## src/rtl/tensor_streamer.sv

```systemverilog
// tensor_streamer: snapshots an 8x8 tensor on start and streams its 64
// elements over a valid/ready interface in row- or column-major order,
// tagging each beat with its coordinates and an end-of-tensor flag.
module tensor_streamer #(
    parameter int WIDTH = 17
) (
    input  logic             clk,
    input  logic             rst,
    input  logic             start,
    input  logic             col_major,
    input  logic             abort,
    input  logic [WIDTH-1:0] tensor_in [7:0][7:0],
    output logic             m_valid,
    input  logic             m_ready,
    output logic [WIDTH-1:0] m_data,
    output logic [2:0]       m_row,
    output logic [2:0]       m_col,
    output logic             m_last,
    output logic             busy,
    output logic             done
);

    typedef enum logic [1:0] {
        S_IDLE   = 2'd0,
        S_STREAM = 2'd1,
        S_DONE   = 2'd2
    } state_t;

    state_t           state;
    logic [5:0]       beat;
    logic             order;
    logic [WIDTH-1:0] snap [7:0][7:0];

    logic [5:0]       beat_nxt;
    logic [5:0]       rc_nxt;

    // Map a beat index to {row, col}; column-major swaps the two halves.
    function automatic logic [5:0] beat_coord(input logic [5:0] k, input logic ord);
        beat_coord = ord ? {k[2:0], k[5:3]} : k;
    endfunction

    // Coordinates of the beat that follows the one currently presented.
    always_comb begin
        beat_nxt = beat + 6'd1;
        rc_nxt   = beat_coord(beat_nxt, order);
    end

    // Snapshot capture; deliberately not reset so it is plain storage.
    always_ff @(posedge clk) begin
        if (state == S_IDLE && start) begin
            snap <= tensor_in;
        end
    end

    // Control FSM with registered beat outputs and status flags.
    always_ff @(posedge clk or negedge rst) begin
        if (!rst) begin
            state   <= S_IDLE;
            beat    <= 6'd0;
            order   <= 1'b0;
            m_valid <= 1'b0;
            m_data  <= '0;
            m_row   <= 3'd0;
            m_col   <= 3'd0;
            m_last  <= 1'b0;
            busy    <= 1'b0;
            done    <= 1'b0;
        end else begin
            case (state)
                S_IDLE: begin
                    done <= 1'b0;
                    if (start) begin
                        // Beat 0 is (0,0) in either order, so it can come
                        // straight from the input while the snapshot loads.
                        order   <= col_major;
                        beat    <= 6'd0;
                        m_data  <= tensor_in[0][0];
                        m_row   <= 3'd0;
                        m_col   <= 3'd0;
                        m_last  <= 1'b0;
                        m_valid <= 1'b1;
                        busy    <= 1'b1;
                        state   <= S_STREAM;
                    end
                end
                S_STREAM: begin
                    if (abort) begin
                        m_valid <= 1'b0;
                        m_last  <= 1'b0;
                        busy    <= 1'b0;
                        beat    <= 6'd0;
                        state   <= S_IDLE;
                    end else if (m_ready) begin
                        if (beat == 6'd63) begin
                            m_valid <= 1'b0;
                            m_last  <= 1'b0;
                            done    <= 1'b1;
                            beat    <= 6'd0;
                            state   <= S_DONE;
                        end else begin
                            beat    <= beat_nxt;
                            m_data  <= snap[rc_nxt[5:3]][rc_nxt[2:0]];
                            m_row   <= rc_nxt[5:3];
                            m_col   <= rc_nxt[2:0];
                            m_last  <= (beat_nxt == 6'd63);
                        end
                    end
                end
                S_DONE: begin
                    done  <= 1'b0;
                    busy  <= 1'b0;
                    state <= S_IDLE;
                end
                default: begin
                    state <= S_IDLE;
                end
            endcase
        end
    end

endmodule
```

## config.mk

```make
export PLATFORM = sky130hd
export DESIGN_NAME = tensor_streamer
export DESIGN_NICKNAME = d
export VERILOG_FILES = /design/src/rtl/tensor_streamer.sv
export SDC_FILE = /design/constraint.sdc
export NUM_CORES = 1
export LEC_CHECK = 0
export ABC_AREA = 1
export BUFFER_PORTS_ARGS = -buffer_cell sky130_fd_sc_hd__buf_2
export CORE_AREA = 2 2 440 442
export CTS_BUF_LIST = sky130_fd_sc_hd__clkbuf_8 sky130_fd_sc_hd__clkbuf_16
export DETAILED_ROUTE_END_ITERATION = 10
export DIE_AREA = 0 0 442 444
export MAX_ROUTING_LAYER = met4
export PLACE_DENSITY_LB_ADDON = 0.1
export SLEW_MARGIN = 40
export SYNTH_ARGS = -nofsm -noshare
export SYNTH_HDL_FRONTEND = slang
export SYNTH_SLANG_ARGS = --single-unit
```

## constraint.sdc

```tcl
create_clock -name clk -period 42.4 [get_ports clk]
set_clock_uncertainty 0.2 [all_clocks]
set_input_delay 6.36 -clock clk [delete_from_list [all_inputs] [get_ports clk]]
set_output_delay 6.36 -clock clk [all_outputs]
set_load 0.1 [all_outputs]
```

**Yosys cells after proc, flatten, opt, wreduce, memory -nomap -nowiden**

Index checks and enable logic that the tools add are counted.

- Add/sub/neg operators: 1
- Magnitude comparators: 2
- Equal/unequal tests: 12
- Mux-type cells: 45
- Reductions and logical operators: 13

Operator list:

| cell | number |
|---|---|
| $bmux W136 S3 | 1 |
| $mux W136 | 1 |
| $mux W17 | 5 |
| $bmux W17 S3 | 1 |
| $pmux W17 S2 | 1 |
| $mux W6 | 5 |
| $mux W3 | 7 |
| $eq A6 B6 Y1 const B | 2 |
| $mux W1 | 12 |
| $ne A2 B2 Y1 const B | 6 |
| $pmux W3 S2 | 2 |
| $pmux W6 S2 | 1 |
| $reduce_and A3 Y1 | 3 |
| $lt A3 B4 Y1 const B | 2 |
| $mux W2 | 4 |
| $reduce_and A4 Y1 | 2 |
| $add A6 B1 Y6 const B | 1 |
| $ne A3 B3 Y1 const B | 2 |
| $pmux W1 S2 | 3 |
| $reduce_and A5 Y1 | 1 |
| $pmux W2 S2 | 1 |
| $reduce_bool A2 Y1 | 2 |
| $pmux W1 S3 | 1 |
| $reduce_bool A3 Y1 | 1 |
| other kinds (6) | 6 |

- Register bits after elaboration: 1124
- Bits of input ports: 1094
- Output and inout port bits: 27
- Word-level logic and storage cells: 147

**Longest topological paths before layout**

- Word-level depth: 10
- Depth in mapped cells: 18

**Least setup slack after synthesis**

No wires, ideal clock.

- Kind: input to register
- Start: input start
- End: register m_col[1]
- Data arrival time: 29.140 ns
- Setup slack: 12.923 ns
- Cell stages on the path: 8
- Path buffers: 1
- Cells stage by stage: nand2_1 > inv_1 > nand2_1 > o21ai_0 > inv_1 > clkbuf_1 > nand2_1 > o21ai_0

- Word-level cells in the longest chain between the ends: 2

Ends and longest elaborated chain:

| element | RTL line | source |
|---|---|---|
| from (decl) | 9 | `input logic start,` |
| $ne A2 B2 Y1 (no line) | -- |  |
| $reduce_and A5 Y1 (no line) | -- |  |
| to (signal assigned) | 104 | `m_col <= rc_nxt[2:0];` |
| to (decl) | 17 | `output logic [2:0] m_col,` |

Every way passes these cells.
A chain may end at the register's enable or synchronous reset.

**Final worst setup path**

- Start: input start
- End: register snap[951] (netlist name), enable pin

- Word-level cells in the longest chain between the ends: 1

Ends and longest elaborated chain:

| element | RTL line | source |
|---|---|---|
| $logic_and A1 B1 Y1 | 50 | `if (state == S_IDLE && start) begin` |
| to (signal assigned) | 51 | `snap <= tensor_in;` |
| to (decl) | 32 | `logic [WIDTH-1:0] snap [7:0][7:0];` |

Every way passes these cells.

==> impl_results.md <==
- Status: complete, no violations
- EDFF count, synth: 1088
- Final period util: 0.225
- Dpl hpwl: 151 mm
- Post-route DRC: 0
- Nets@finish: 6722
- FF+latch count, synth: 1124
- Buffer levels on the longest clock path: 3
- Critical Path End Type: flop
- Total wire length: 216 mm
- P_int: 2540 uW
- Final setup viols: 0
- Top FF cell, synth: edfxtp_1
- CP max FO: 120
- Delay-heaviest family, CP: buffers and inverters
- Core Region: 0.192 mm2
- Layout cells sized above 1: 0.240
- Most common cell on crit path: buf_6
- Total GRT Usage: 0.220
- Final core occ: 0.322
- Worst path slowest cell: buf_6
- WS Path Type: input port to flop
- Pre-antenna DRT Iters: 5
- Worst slew margin: 0.355
- P_sw: 1750 uW
- WP data arrival: 9.74 ns
- H-tree depth: 4
- CP Data Required Time: 42.60 ns
- Pwr dens: 69.5 mW/mm2
- Largest family of logic cells by synthesized area: simple AND/OR/NAND/NOR gates
- Leak Pwr: 0.0268 uW
- Adder-cell area share of the yosys netlist: 0.00153
- Total power: 4300 uW
- Worst min path class: flop to flop
- Worst-Margin Slew: 0.968 ns
- Synthesized cell area: 0.0491 mm2
- Hold path startpoint: m_data[14]$_DFFE_PN0P_
- Synth cell types: 30
- Die H: 444 um
- Clock sinks: 1124
- Buf/Inv on CP: 6
- Hold Path Sink: m_data[14]$_DFFE_PN0P_
- PostCTS Resize Cnt: 0
- Routed len/inst: 25.8 um
- XOR/XNOR Fraction of Synth Area: 0.000178
- Post CTS Setup Buffer Count: 0
- Synth async-reset ratio: 0.0320
- CP max stage delay: 0.67 ns
- Startpoint class of the critical path: input port
- RSZ-0062 raised after global routing: no
- Via density: 4.51
- Sequential Power Share: 0.364
- PortBufs: 1120
- Antenna Nets Post-Route: 0
- Worst hold margin: 0.272 ns
- Die Wd: 442 um
- Placed insts: 8003
- Cell depth of the worst flop-to-flop path: 16
- Area growth, synth to finish: 25.8%
- Die ar.: 0.196 mm2
- Initial antenna violation count: 185
- Part of the power in combinational logic: 0.369
- Via count: 37700
- VDD IR-drop max: 0.0568 mV
- Compound-cell area share of the yosys netlist: 0.00306
- Yosys warns: 0
- Switching Fraction: 0.408
- FF-to-FF End: m_data[3]$_DFFE_PN0P_
- Cells after Synth: 4573
- Post-synthesis mux area share: 0
- F_max: 105 MHz
- Post-CTS Hold Fix Bufs: 0
- Total CTS buffers: 142
- RR Startpoint: order$_DFFE_PN0P_
- GP Congestion: 0.846
- Global-route wire length before repair: 291 mm
- R2r setup slk: 36.90 ns
- # fillers: 20000
- 1st-iter DRT viols: 3002
- Post-Synth Simple-Gate Area: 0.226
- WHS Path Cells: 2
- Root buffer cell: clkbuf_16
- CTS tree: yes
- Setup_tns: 0 ns
- Hold Vio Cnt, Final: 0
- Avg Cell Area, Syn: 10.7 um2
- Pin count of the biggest net entering global routing: 146
- Initial Utilization: 0.256
- Num rows: 161
- Grt total ovfl: 0
- Clock Power Share: 0.268
- Final Max Slew Viols: 0
- Mapped Nets: 5673
- Clk slew on worst S/H paths: 0.05 ns
- Later-pin clock latency in the skew report: 0.81 ns
- Maxcap violations: 0
- Minimum clock period: 9.54 ns
- Vias in the first global route: 36500
- CP Cell Sequence: buf_2 -> nand2_1 -> inv_12 -> buf_6 -> buf_6 -> buf_4 -> buf_6
- I/O pin count: 1121
- Register area share after synthesis: 0.684
- Fin cells: 8366
==> placed cells by master (no fill, tap or decap), types with 15 or more instances in the layout <==
cell	count
nand3_1	1094
clkinv_1	31
edfxtp_1	1088
nor2_1	46
buf_2	1120
diode_2	107
clkbuf_16	147
o21ai_0	15
dfrtp_1	36
inv_1	771
buf_4	30
nand2_1	1089
clkinv_2	17
nand3b_1	170
==> worst max path at each step <==
| stage | start | end | slack [ns] | depth (start not counted) |
|---|---|---|---|---|
| floorplan | start | m_col[1]$_DFFE_PN0P_ | 12.92 | 8 |
| global placement | start | snap[1069]$_DFFE_PP_ | 31.10 | 7 |
| detailed placement | start | snap[373]$_DFFE_PP_ | 31.96 | 7 |
| CTS | start | snap[969]$_DFFE_PP_ | 32.80 | 7 |
| global route | start | snap[303]$_DFFE_PP_ | 32.61 | 7 |
| finish | start | snap[951]$_DFFE_PP_ | 32.86 | 7 |
==> area by class of cell <==
| class | count | area (um2) | share of cell area |
|---|---|---|---|
| repair buffers | 1175 | 6240 | 0.101 |
| clock inverters | 104 | 607 | 0.00982 |
| clock buffers | 151 | 3730 | 0.0604 |
| flip-flops and latches | 1124 | 33600 | 0.543 |
| multi-input cells | 2442 | 11400 | 0.185 |
| diodes | 107 | 268 | 0.00433 |
| inverters | 737 | 2790 | 0.0452 |
| well taps | 2526 | 3160 | 0.0512 |
==> routing by layer <==
layer | track usage | share of wire | vias to the layer above
met2 | 0.353 | 0.49 | 1499
met4 | 0.103 | 0.041 | 0
met1 | 0.267 | 0.41 | 18300
met3 | 0.0413 | 0.060 | 433
met5 | - | 0 | -
li1 | - | - | 17500
==> worst register-to-register path: cells and delay by family, from the launching register on <==
kind / cells / cell delay [ns]
buf+inv: 4 / 2.12
flops: 1 / 0.53
simple gates: 12 / 2.61
==> cells in the mapped netlist (6+ instances only) <==
library cell  count  area share
buf_1            18      0.0014
dfrtp_1          36       0.018
buf_6            26      0.0060
nor2_1           46      0.0035
ha_1              6      0.0015
buf_2           124       0.013
edfxtp_1       1088        0.67
buf_4            23      0.0035
nand3_1        1094        0.11
o21ai_0          15      0.0015
clkbuf_1         79      0.0060
nand2_1        1092       0.083
nand3b_1        170       0.026
inv_1           732       0.056
==> power by group through the flow <==
stage | Sequential [uW] | Combinational (uW) | Clock [uW]
after floorplan | 1950 | 919 | 0
after global placement | 1580 | 1610 | 0
after detailed placement | 1580 | 1620 | 0
after CTS | 1560 | 1630 | 1180
after global routing | 1580 | 1740 | 1220
final | 1560 | 1580 | 1150
==> sequential cells by signal (all words and copies together), names as in the netlist <==
register and cells:
busy 1, m_last 1, beat 6, order 1, done 1, m_col 3
m_row 3, m_valid 1, snap 1088, m_data 17, state 2
==> through the flow <==
stage | area [um2] | worst slack, ns
floorplan | 49100 | 12.92
global placement | 57000 | 31.10
detailed placement | 57100 | 31.96
CTS | 61500 | 32.80
global route | 61700 | 32.61
finish | 61800 | 32.86
==> cells by family after synthesis <==
kind of cell / after synthesis
compound gates: 25
xor+xnor: 1
fa+ha+maj: 6
buf+inv: 1007
flops: 1124
simple gates: 2410
(Power assumes the default switching activity.)
